## src/rtl/morse_encoder_if.sv

```systemverilog
// Character handshake between a text source and the Morse encoder.
// The master drives characters; the slave (encoder) answers with ready.
interface morse_encoder_if;
    logic [7:0] char_i;
    logic       char_valid_i;
    logic       char_ready_o;

    modport master (
        output char_i,
        output char_valid_i,
        input  char_ready_o
    );

    modport slave (
        input  char_i,
        input  char_valid_i,
        output char_ready_o
    );
endinterface

```

## src/rtl/morse_encoder.sv

```systemverilog
// Morse transmitter: turns ASCII characters into timed marks and spaces on a
// single key line, with durations chosen to fall inside the decoder's windows.
module morse_encoder #(
    parameter int unsigned DOT_TICKS        = 15_000_000,
    parameter int unsigned DASH_TICKS       = 60_000_000,
    parameter int unsigned ELEM_GAP_TICKS   = 50_000_000,
    parameter int unsigned LETTER_GAP_TICKS = 200_000_000,
    parameter int unsigned WORD_GAP_TICKS   = 300_000_000
) (
    input  logic              clk,
    input  logic              rst,
    morse_encoder_if.slave    char_if,
    output logic              key_o,
    output logic              busy_o,
    output logic              err_o
);

    localparam logic [2:0] S_IDLE       = 3'd0;
    localparam logic [2:0] S_MARK       = 3'd1;
    localparam logic [2:0] S_ELEM_GAP   = 3'd2;
    localparam logic [2:0] S_LETTER_GAP = 3'd3;
    localparam logic [2:0] S_WORD_GAP   = 3'd4;

    localparam logic [31:0] DOT_M1    = 32'(DOT_TICKS - 1);
    localparam logic [31:0] DASH_M1   = 32'(DASH_TICKS - 1);
    localparam logic [31:0] EGAP_M1   = 32'(ELEM_GAP_TICKS - 1);
    localparam logic [31:0] LGAP_M1   = 32'(LETTER_GAP_TICKS - 1);
    localparam logic [31:0] WGAP_M1   = 32'(WORD_GAP_TICKS - 1);

    generate
        if (DOT_TICKS < 1 || ELEM_GAP_TICKS < 1 ||
            DOT_TICKS >= DASH_TICKS ||
            ELEM_GAP_TICKS >= LETTER_GAP_TICKS ||
            LETTER_GAP_TICKS >= WORD_GAP_TICKS) begin : g_bad_timing
            $error("morse_encoder: timing parameters must be >= 1 with DOT < DASH and ELEM_GAP < LETTER_GAP < WORD_GAP");
        end
    endgenerate

    logic [2:0]  r_state;
    logic [31:0] r_cnt;
    logic [2:0]  r_elems;
    logic [4:0]  r_shift;
    logic        r_key;
    logic        r_busy;
    logic        r_err;

    logic [7:0]  w_upper;
    logic [2:0]  w_len;
    logic [4:0]  w_pat;
    logic        w_space;
    logic        w_xfer;
    logic        w_cnt_done;

    // NOTE: ready decodes the state directly, so a valid held by the source is taken on the first IDLE cycle.
    assign char_if.char_ready_o = (r_state == S_IDLE);
    assign w_xfer     = char_if.char_valid_i && char_if.char_ready_o;
    assign w_cnt_done = (r_cnt == 32'd0);
    assign w_space    = (char_if.char_i == 8'h20);

    // Code ROM: length plus a left-aligned pattern sent bit 4 first, 1 = dash.
    always_comb begin
        w_upper = char_if.char_i;
        if (char_if.char_i >= 8'h61 && char_if.char_i <= 8'h7A) begin
            w_upper = char_if.char_i - 8'h20;
        end
        w_len = 3'd0;
        w_pat = 5'b00000;
        case (w_upper)
            "A": {w_len, w_pat} = {3'd2, 5'b01000};
            "B": {w_len, w_pat} = {3'd4, 5'b10000};
            "C": {w_len, w_pat} = {3'd4, 5'b10100};
            "D": {w_len, w_pat} = {3'd3, 5'b10000};
            "E": {w_len, w_pat} = {3'd1, 5'b00000};
            "F": {w_len, w_pat} = {3'd4, 5'b00100};
            "G": {w_len, w_pat} = {3'd3, 5'b11000};
            "H": {w_len, w_pat} = {3'd4, 5'b00000};
            "I": {w_len, w_pat} = {3'd2, 5'b00000};
            "J": {w_len, w_pat} = {3'd4, 5'b01110};
            "K": {w_len, w_pat} = {3'd3, 5'b10100};
            "L": {w_len, w_pat} = {3'd4, 5'b01000};
            "M": {w_len, w_pat} = {3'd2, 5'b11000};
            "N": {w_len, w_pat} = {3'd2, 5'b10000};
            "O": {w_len, w_pat} = {3'd3, 5'b11100};
            "P": {w_len, w_pat} = {3'd4, 5'b01100};
            "Q": {w_len, w_pat} = {3'd4, 5'b11010};
            "R": {w_len, w_pat} = {3'd3, 5'b01000};
            "S": {w_len, w_pat} = {3'd3, 5'b00000};
            "T": {w_len, w_pat} = {3'd1, 5'b10000};
            "U": {w_len, w_pat} = {3'd3, 5'b00100};
            "V": {w_len, w_pat} = {3'd4, 5'b00010};
            "W": {w_len, w_pat} = {3'd3, 5'b01100};
            "X": {w_len, w_pat} = {3'd4, 5'b10010};
            "Y": {w_len, w_pat} = {3'd4, 5'b10110};
            "Z": {w_len, w_pat} = {3'd4, 5'b11000};
            "0": {w_len, w_pat} = {3'd5, 5'b11111};
            "1": {w_len, w_pat} = {3'd5, 5'b01111};
            "2": {w_len, w_pat} = {3'd5, 5'b00111};
            "3": {w_len, w_pat} = {3'd5, 5'b00011};
            "4": {w_len, w_pat} = {3'd5, 5'b00001};
            "5": {w_len, w_pat} = {3'd5, 5'b00000};
            "6": {w_len, w_pat} = {3'd5, 5'b10000};
            "7": {w_len, w_pat} = {3'd5, 5'b11000};
            "8": {w_len, w_pat} = {3'd5, 5'b11100};
            "9": {w_len, w_pat} = {3'd5, 5'b11110};
            default: {w_len, w_pat} = {3'd0, 5'b00000};
        endcase
    end

    always_ff @(posedge clk) begin
        if (rst) begin
            r_state <= S_IDLE;
            r_cnt   <= 32'd0;
            r_elems <= 3'd0;
            r_shift <= 5'd0;
            r_key   <= 1'b0;
            r_busy  <= 1'b0;
            r_err   <= 1'b0;
        end else begin
            r_err <= 1'b0;
            case (r_state)
                S_IDLE: begin
                    if (w_xfer) begin
                        if (w_len != 3'd0) begin
                            r_state <= S_MARK;
                            r_cnt   <= w_pat[4] ? DASH_M1 : DOT_M1;
                            r_shift <= {w_pat[3:0], 1'b0};
                            r_elems <= w_len - 3'd1;
                            r_key   <= 1'b1;
                            r_busy  <= 1'b1;
                        end else if (w_space) begin
                            r_state <= S_WORD_GAP;
                            r_cnt   <= WGAP_M1;
                            r_busy  <= 1'b1;
                        end else begin
                            r_err   <= 1'b1;
                        end
                    end
                end
                S_MARK: begin
                    if (w_cnt_done) begin
                        r_key <= 1'b0;
                        if (r_elems != 3'd0) begin
                            r_state <= S_ELEM_GAP;
                            r_cnt   <= EGAP_M1;
                        end else begin
                            r_state <= S_LETTER_GAP;
                            r_cnt   <= LGAP_M1;
                        end
                    end else begin
                        r_cnt <= r_cnt - 32'd1;
                    end
                end
                S_ELEM_GAP: begin
                    if (w_cnt_done) begin
                        r_state <= S_MARK;
                        r_cnt   <= r_shift[4] ? DASH_M1 : DOT_M1;
                        r_shift <= {r_shift[3:0], 1'b0};
                        r_elems <= r_elems - 3'd1;
                        r_key   <= 1'b1;
                    end else begin
                        r_cnt <= r_cnt - 32'd1;
                    end
                end
                S_LETTER_GAP, S_WORD_GAP: begin
                    if (w_cnt_done) begin
                        r_state <= S_IDLE;
                        r_busy  <= 1'b0;
                    end else begin
                        r_cnt <= r_cnt - 32'd1;
                    end
                end
                default: begin
                    r_state <= S_IDLE;
                    r_key   <= 1'b0;
                    r_busy  <= 1'b0;
                end
            endcase
        end
    end

    assign key_o  = r_key;
    assign busy_o = r_busy;
    assign err_o  = r_err;

endmodule
```

## src/flat_wrapper.sv

```systemverilog
// flat-port wrapper written by rule: the top's interface ports become plain ports
module morse_encoder_flat 
#(
    parameter int unsigned DOT_TICKS        = 15_000_000,
    parameter int unsigned DASH_TICKS       = 60_000_000,
    parameter int unsigned ELEM_GAP_TICKS   = 50_000_000,
    parameter int unsigned LETTER_GAP_TICKS = 200_000_000,
    parameter int unsigned WORD_GAP_TICKS   = 300_000_000
)
  (clk, rst, key_o, busy_o, err_o, char_if_char_i, char_if_char_valid_i, char_if_char_ready_o);
  morse_encoder_if char_if_i ();
  input  logic clk;
  input  logic rst;
  output logic key_o;
  output logic busy_o;
  output logic err_o;
  input wire logic [$bits(char_if_i.char_i)-1:0] char_if_char_i;
  input wire logic [$bits(char_if_i.char_valid_i)-1:0] char_if_char_valid_i;
  output wire logic [$bits(char_if_i.char_ready_o)-1:0] char_if_char_ready_o;
  assign char_if_i.char_i = char_if_char_i;
  assign char_if_i.char_valid_i = char_if_char_valid_i;
  assign char_if_char_ready_o = char_if_i.char_ready_o;
  morse_encoder #(.DOT_TICKS(DOT_TICKS), .DASH_TICKS(DASH_TICKS), .ELEM_GAP_TICKS(ELEM_GAP_TICKS), .LETTER_GAP_TICKS(LETTER_GAP_TICKS), .WORD_GAP_TICKS(WORD_GAP_TICKS)) u_core (.clk(clk), .rst(rst), .char_if(char_if_i), .key_o(key_o), .busy_o(busy_o), .err_o(err_o));
endmodule
```

## config.mk

```make
export PLATFORM = sky130hd
export DESIGN_NAME = morse_encoder_flat
export DESIGN_NICKNAME = d
export VERILOG_FILES = /design/src/rtl/morse_encoder_if.sv /design/src/rtl/morse_encoder.sv /design/src/flat_wrapper.sv
export SDC_FILE = /design/constraint.sdc
export NUM_CORES = 1
export LEC_CHECK = 0
export CAP_MARGIN = 20
export CORE_ASPECT_RATIO = 1.2
export CORE_MARGIN = 2
export CORE_UTILIZATION = 51
export CTS_CLUSTER_DIAMETER = 120
export CTS_CLUSTER_SIZE = 10
export DETAILED_ROUTE_END_ITERATION = 8
export PLACE_DENSITY = 0.68
export SLEW_MARGIN = 5
export SYNTH_ARGS = -nofsm -noshare
export SYNTH_HDL_FRONTEND = slang
export SYNTH_SLANG_ARGS = --single-unit
export TNS_END_PERCENT = 1
```

## constraint.sdc

```tcl
create_clock -name clk -period 8.6 [get_ports clk]
set_input_delay 0.86 -clock clk [delete_from_list [all_inputs] [get_ports clk]]
set_output_delay 0.86 -clock clk [all_outputs]
set_load 0.01 [all_outputs]
```

# Word level (Yosys, flattened, before mapping)
# Memories as Yosys holds them, arrays and structs flattened.
# Cells that the tools add are included.
word_totals:
  register_bits: 46
  rom_bits: 1024
  in_bits: 11
  output_inout_bits: 4
  word_cells: 84
  mem_count: 1
op_classes:
  n_addsub: 4
  n_lt_le_gt_ge: 2
  n_eq_ne: 12
  n_mux: 38
  bitwise: 4
  reduce_logical: 16
mem_list:
  columns: ["memory", "depth", "width", "read_ports", "rd_clocked_by_memory_dff", "write_ports", "line_no", "source"]
  rows:
  - ["(no name shown)", 128, 8, 1, 0, 0, "morse_encoder.sv:68", "case (w_upper)"]
op_table:
  columns: ["cell", "n"]
  rows:
  - ["32-bit 2-to-1 mux", 6]
  - ["32-bit case mux with 4 select lines", 1]
  - ["26-bit 2-to-1 mux", 2]
  - ["32-bit zero test", 1]
  - ["32-bit by 1-bit subtractor with 32-bit output (second input constant)", 1]
  - ["28-bit 2-to-1 mux", 1]
  - ["3-bit 2-to-1 mux", 9]
  - ["8-bit 2-to-1 mux", 2]
  - ["5-bit 2-to-1 mux", 3]
  - ["3-bit case mux with 4 select lines", 1]
  - ["4-bit AND reduction", 3]
  - ["5-bit case mux with 2 select lines", 1]
  - ["5-bit AND reduction", 2]
  - ["1-bit 2-to-1 mux", 9]
  - ["8-bit by 6-bit == test with 1-bit output (second input constant)", 1]
  - ["8-bit by 7-bit greater-or-equal comparator with 1-bit output (second input constant)", 1]
  - ["8-bit by 7-bit <= comparator with 1-bit output (second input constant)", 1]
  - ["8-bit by 6-bit subtractor with 8-bit output (second input constant)", 1]
  - ["3-bit by 2-bit == test with 1-bit output (second input constant)", 2]
  - ["2-bit by 1-bit inequality test with 1-bit output (second input constant)", 3]
  - ["2-bit inequality test (second input constant)", 3]
  - ["3-bit case mux with 2 select lines", 1]
  - ["3-bit nonzero test", 2]
  - ["3-bit by 1-bit subtractor with 3-bit output (second input constant)", 2]
  - ["12 further kinds", 17]

# Logic depth before layout (Yosys ltp)
# An unclocked memory read counts as a cell.
depth:
  word_depth: 9
  ltp_mapped: 13
  ltp_nobuf: 12

# Least setup slack after synthesis
# No wires, ideal clock.
synth_path:
  kind: "in2reg"
  startpoint: "in char_if_char_i[5]"
  endpoint: "reg u_core.r_elems[2]"
  setup_time_ns: 0.075
  t_arrival_ns: 3.275
  required_ns: 8.525
  setup_slack_ns: 5.251
  cell_stages: 10
  n_path_buf: 1
  path_cell_list: "clkbuf_1 -> nand2_1 -> or4b_2 -> o21ai_0 -> nand3_1 -> o21bai_1 -> and2_1 -> ha_1 -> or3_1 -> a31oi_1"
synth_via:
  elab_chain_cells: 9
  word_cells_on_any_way: 14
  cone_classes: "add/sub: 2; order compare: 2; eq/ne: 1; mux: 5; reduce/logical: 3; memory: 1"
synth_rtl:
  columns: ["element", "line_no", "source"]
  rows:
  - ["start, declared", "flat_wrapper.sv:17", "input wire logic [$bits(char_if_i.char_i)-1:0] char_if_char_i;"]
  - ["8-bit by 7-bit greater-or-equal comparator with 1-bit output or 8-bit by 7-bit <= comparator with 1-bit output (tied branches)", "morse_encoder.sv:63", "if (char_if.char_i >= 8'h61 && char_if.char_i <= 8'h7A) begin"]
  - ["1-bit logical AND", "morse_encoder.sv:63", null]
  - ["8-bit 2-to-1 mux *", "morse_encoder.sv:63", null]
  - ["memory read 128 x 8 bit", null, null]
  - ["8-bit 2-to-1 mux *", "morse_encoder.sv:68", null]
  - ["3-bit by 1-bit subtractor with 3-bit output", "morse_encoder.sv:127", "r_elems <= w_len - 3'd1;"]
  - ["3-bit 2-to-1 mux", "morse_encoder.sv:123", "if (w_len != 3'd0) begin"]
  - ["3-bit 2-to-1 mux", "morse_encoder.sv:122", "if (w_xfer) begin"]
  - ["3-bit case mux with 2 select lines", "morse_encoder.sv:120", "case (r_state)"]
  - ["end signal, assigned", "morse_encoder.sv:127", null]
  - ["end signal, assigned", "morse_encoder.sv:158", "r_elems <= r_elems - 3'd1;"]
  - ["end, declared", "morse_encoder.sv:41", "logic [2:0] r_elems;"]
# Mark *: on every way between the ends. The rest lies on a longest branch, timed or not. The select of a mux whose other input is x is not followed.
# A chain may end at the register's enable or synchronous reset.

# Final worst setup path
layout_path:
  startpoint: "in char_if_char_i[2]"
  endpoint: "reg u_core.r_cnt[11]"
layout_via:
  elab_chain_cells: 9
  word_cells_on_any_way: 14
  cone_classes: "add/sub: 1; order compare: 2; eq/ne: 2; mux: 5; reduce/logical: 3; memory: 1"
layout_rtl:
  columns: ["element", "line_no", "source"]
  rows:
  - ["8-bit by 7-bit greater-or-equal comparator with 1-bit output or 8-bit by 7-bit <= comparator with 1-bit output (tied branches)", "morse_encoder.sv:63", null]
  - ["1-bit logical AND", "morse_encoder.sv:63", null]
  - ["8-bit 2-to-1 mux", "morse_encoder.sv:63", null]
  - ["memory read 128 x 8 bit", null, null]
  - ["8-bit 2-to-1 mux", "morse_encoder.sv:68", null]
  - ["3-bit nonzero test", "morse_encoder.sv:123", null]
  - ["32-bit 2-to-1 mux", "morse_encoder.sv:123", null]
  - ["32-bit 2-to-1 mux", "morse_encoder.sv:122", null]
  - ["32-bit case mux with 4 select lines", "morse_encoder.sv:120", null]
  - ["end signal, assigned", "morse_encoder.sv:125", "r_cnt <= w_pat[4] ? DASH_M1 : DOT_M1;"]
  - ["end signal, assigned", "morse_encoder.sv:150", "r_cnt <= r_cnt - 32'd1;"]
  - ["end signal, assigned", "morse_encoder.sv:156", "r_cnt <= r_shift[4] ? DASH_M1 : DOT_M1;"]
  - ["end, declared", "morse_encoder.sv:40", "logic [31:0] r_cnt;"]
# Parallel ways exist; a longest one is shown, timed or not. The select of a mux whose other input is x is not followed.

==> flow_summary.ini <==
[status]
status = finished clean

[worst_setup_path]
cp_common_cell = nor2_1
cp-start-kind = input pin
timing.rr.start = u_core.r_cnt[20]
r2r_end = u_core.r_cnt[14]
cp_top_family = simple AND/OR/NAND/NOR gates
path_cells = clkdlybuf4s50_1 > nor2_1 > or4b_2 > o21ai_0 > o211a_1 > a21boi_0 > buf_4 > nor2_1 > a311oi_2
worstPathArrival_ps = 4600
slowest_stage = clkdlybuf4s50_1
path_max_fanout = 21
max_stage_delay_ps = 910
ff2ff_path_depth = 7
critPathKind = in2reg
required_ps = 8740
cp-end-kind = flop
path_buf_inv = 2
r2r_setup_slack_ps = 5000

[timing]
finalCritPeriodShare_pct = 51.9
setup_viol = 0
final_max_slew_viol_count = 0
maxSlewHeadroom_pct = 27.3
hold_viol = 0
timing.fmax_ghz = 0.224
rsz0062_at_grt = no
fin_crit_ps = 4460
worst_pin_slew_ps = 1090
fin_tns_setup_ps = 0
skew_ps = 12.6

[pwr]
clockPowerShare_pct = 21.7
p_sw_share_pct = 44.6
p_leak_nw = 1.51
p_int_mw = 0.449
p_per_area_nw_per_um2 = 186
p_sw_mw = 0.362
p_seq_share_pct = 31.9
ir_worst_vdd_uv = 90.9
combPwrFrac_pct = 46.3

[logic_synthesis]
avgSynthCellArea_um2 = 7.31
ys_seq_area_share_pct = 21.9
syn_inst = 563
synth.distinct_cells = 75
ys_warn_count = 0
synthArstFlopShare_pct = 0
synth_seq_cells = 45
synth_edf_count = 0
synth_ff_type = dfxtp_1
synth.cell_area_um2 = 4110
syn-num-nets = 586

[route]
drc = 0
ant_nets = 0
via_per_inst = 7.17
dr.pass1.iters = 7
post_drt_wl_per_cell_um = 21.8
drt_iter0_drc = 471
routed_wl_mm = 14.0
vias = 4619

[die]
ioPinCount = 15
die_w_um = 86.0
dieArea_um2 = 8800
coreArea_um2 = 7750
start_util_pct = 53.1
die_y_um = 102
core.rowCount = 35

[place]
globalplace.congestion = 0.969
hpwl_mm = 10.0
placed_cell_area_um2 = 4230
port-buffer-count = 14

[final_layout]
diodes = 0
layout.nets = 574
drive_above_1_share_pct = 5.98
final_util_pct = 56.2
area_delta_synth_final_pct = 5.84
final_cell_area_um2 = 4350

[global_routing]
grt_max_degree = 37
grt_pass1_wl_mm = 21.6
antenna_found_initial = 0
overflow = 0
track_usage_pct = 31.3
grt_pass1_vias = 4112

[clock_tree]
clk_pin_slew_ps = 90
insertion_delay_ps = 310
cts_tree = built
cts_inserted_buffers = 5
htree_levels = 2
cts_setup_buffers = 0
root_buffer = clkbuf_8
cts.sinks = 45
hold_buffers = 0
cts_buffer_depth = 2
ctsResizeCount = 0

[min_path]
hp-start = u_core.r_shift[1]
hold_class = reg2reg
worstHoldEndpoint = u_core.r_shift[1]
holdPathStages = 2

[flow_run]
cap_violations = 0
==> metrics by stage <==
step | instances | power [mW] | hold WS [ps] | setup slack [ps]
floorplan | 563 | 0.525 | 433 | 5250
global placement | 636 | 0.618 | 451 | 3970
detailed placement | 636 | 0.624 | 464 | 3880
CTS | 644 | 0.794 | 477 | 4180
global route | 644 | 0.850 | 508 | 3950
finish | 644 | 0.811 | 477 | 4140
==> power by group through the flow <==
stage          combinational, mW  clock [mW]  sequential, mW
6_report                   0.376       0.176           0.259
4_1_cts                    0.363       0.173           0.257
5_1_grt                    0.402       0.185           0.262
3_5_place_dp               0.362           0           0.262
3_3_place_gp               0.357           0           0.261
2_1_floorplan              0.272           0           0.253
==> metal layers <==
layer	vias to the layer above	share of wire (%)	global-route usage [%]	wire (um)
met5	-	0	0	0
met4	0	5.0	14.3	695
li1	2150	-	-	-
met1	2161	40	38.7	5630
met2	242	48	53.9	6750
met3	66	6.7	4.12	939
==> layout by cell type, fill, tap and decap left out, types with 4 or more instances in the layout <==
master	n
a211oi_1	18
a21boi_0	6
a21o_1	4
a21oi_1	42
a2bb2oi_1	4
a311oi_1	12
a31oi_1	14
and2_1	9
and4_1	4
clkbuf_8	6
clkdlybuf4s50_1	14
dfxtp_1	45
ha_1	12
inv_1	14
mux2i_1	6
nand2_1	43
nand2b_1	7
nand3_1	15
nand4_1	4
nor2_1	55
nor2b_1	10
nor3_1	31
nor4_1	14
o211ai_1	6
o21ai_0	33
o21ai_1	4
o22ai_1	6
o31ai_1	7
or2_2	4
or3_1	8
or4_1	8
xnor2_1	5
xor2_1	5
==> worst max path at each step <==
stage,from,slack [ps],cells after the start,endpoint
final,char_if_char_i[2],4140,9,u_core.r_cnt[11]
after global placement,char_if_char_i[2],3970,9,u_core.r_cnt[14]
after global routing,char_if_char_i[2],3950,9,u_core.r_cnt[11]
after CTS,char_if_char_i[2],4180,9,u_core.r_cnt[11]
after floorplan,char_if_char_i[5],5250,10,u_core.r_elems[2]
after detailed placement,char_if_char_i[2],3880,9,u_core.r_cnt[11]
==> Yosys cell counts, types with 8 or more instances <==
library cell	count	area [um^2]
o21ai_0	33	165
nand3_1	15	75.1
or3_1	8	50.1
or4_1	8	60.1
nor4_1	14	87.6
nor2_1	55	206
and2_1	9	56.3
dfxtp_1	45	901
nor2b_1	10	62.6
a31oi_1	14	87.6
inv_1	14	52.6
a211oi_1	18	135
nand2_1	43	161
ha_1	12	150
a21oi_1	42	210
nor3_1	31	155
clkbuf_1	26	97.6
a311oi_1	12	105
==> worst min-delay path: cells and delay by family (launching register included) <==
family          cells  cell delay, ps
compound gates      1              50
simple gates        1              60
flops               1             320
==> layout make-up <==
class / count / area [um^2]
clock buffers: 6 / 82.6
clock inverters: 2 / 37.5
fillers: 788 / 3400
inverters: 14 / 52.6
multi-input cells: 468 / 3000
flip-flops and latches: 45 / 901
well taps: 92 / 115
repair buffers: 17 / 163
==> state kept, by name (all words and copies together) (netlist names) <==
signal          cells
u_core.busy_o       1
u_core.err_o        1
u_core.key_o        1
u_core.r_cnt       32
u_core.r_elems      3
u_core.r_shift      4
u_core.r_state      3
==> cell families (layout without fill, tap and decap cells) <==
kind of cell / Yosys count / count (layout) / synth area share (%)
simple gates: 230 / 230 / 29.1
xor+xnor: 10 / 10 / 2.13
mux: 7 / 7 / 1.73
buf+inv: 50 / 39 / 5.11
compound gates: 209 / 209 / 36.3
fa+ha+maj: 12 / 12 / 3.65
flops: 45 / 45 / 21.9
Power figures use the tool's default switching activity.
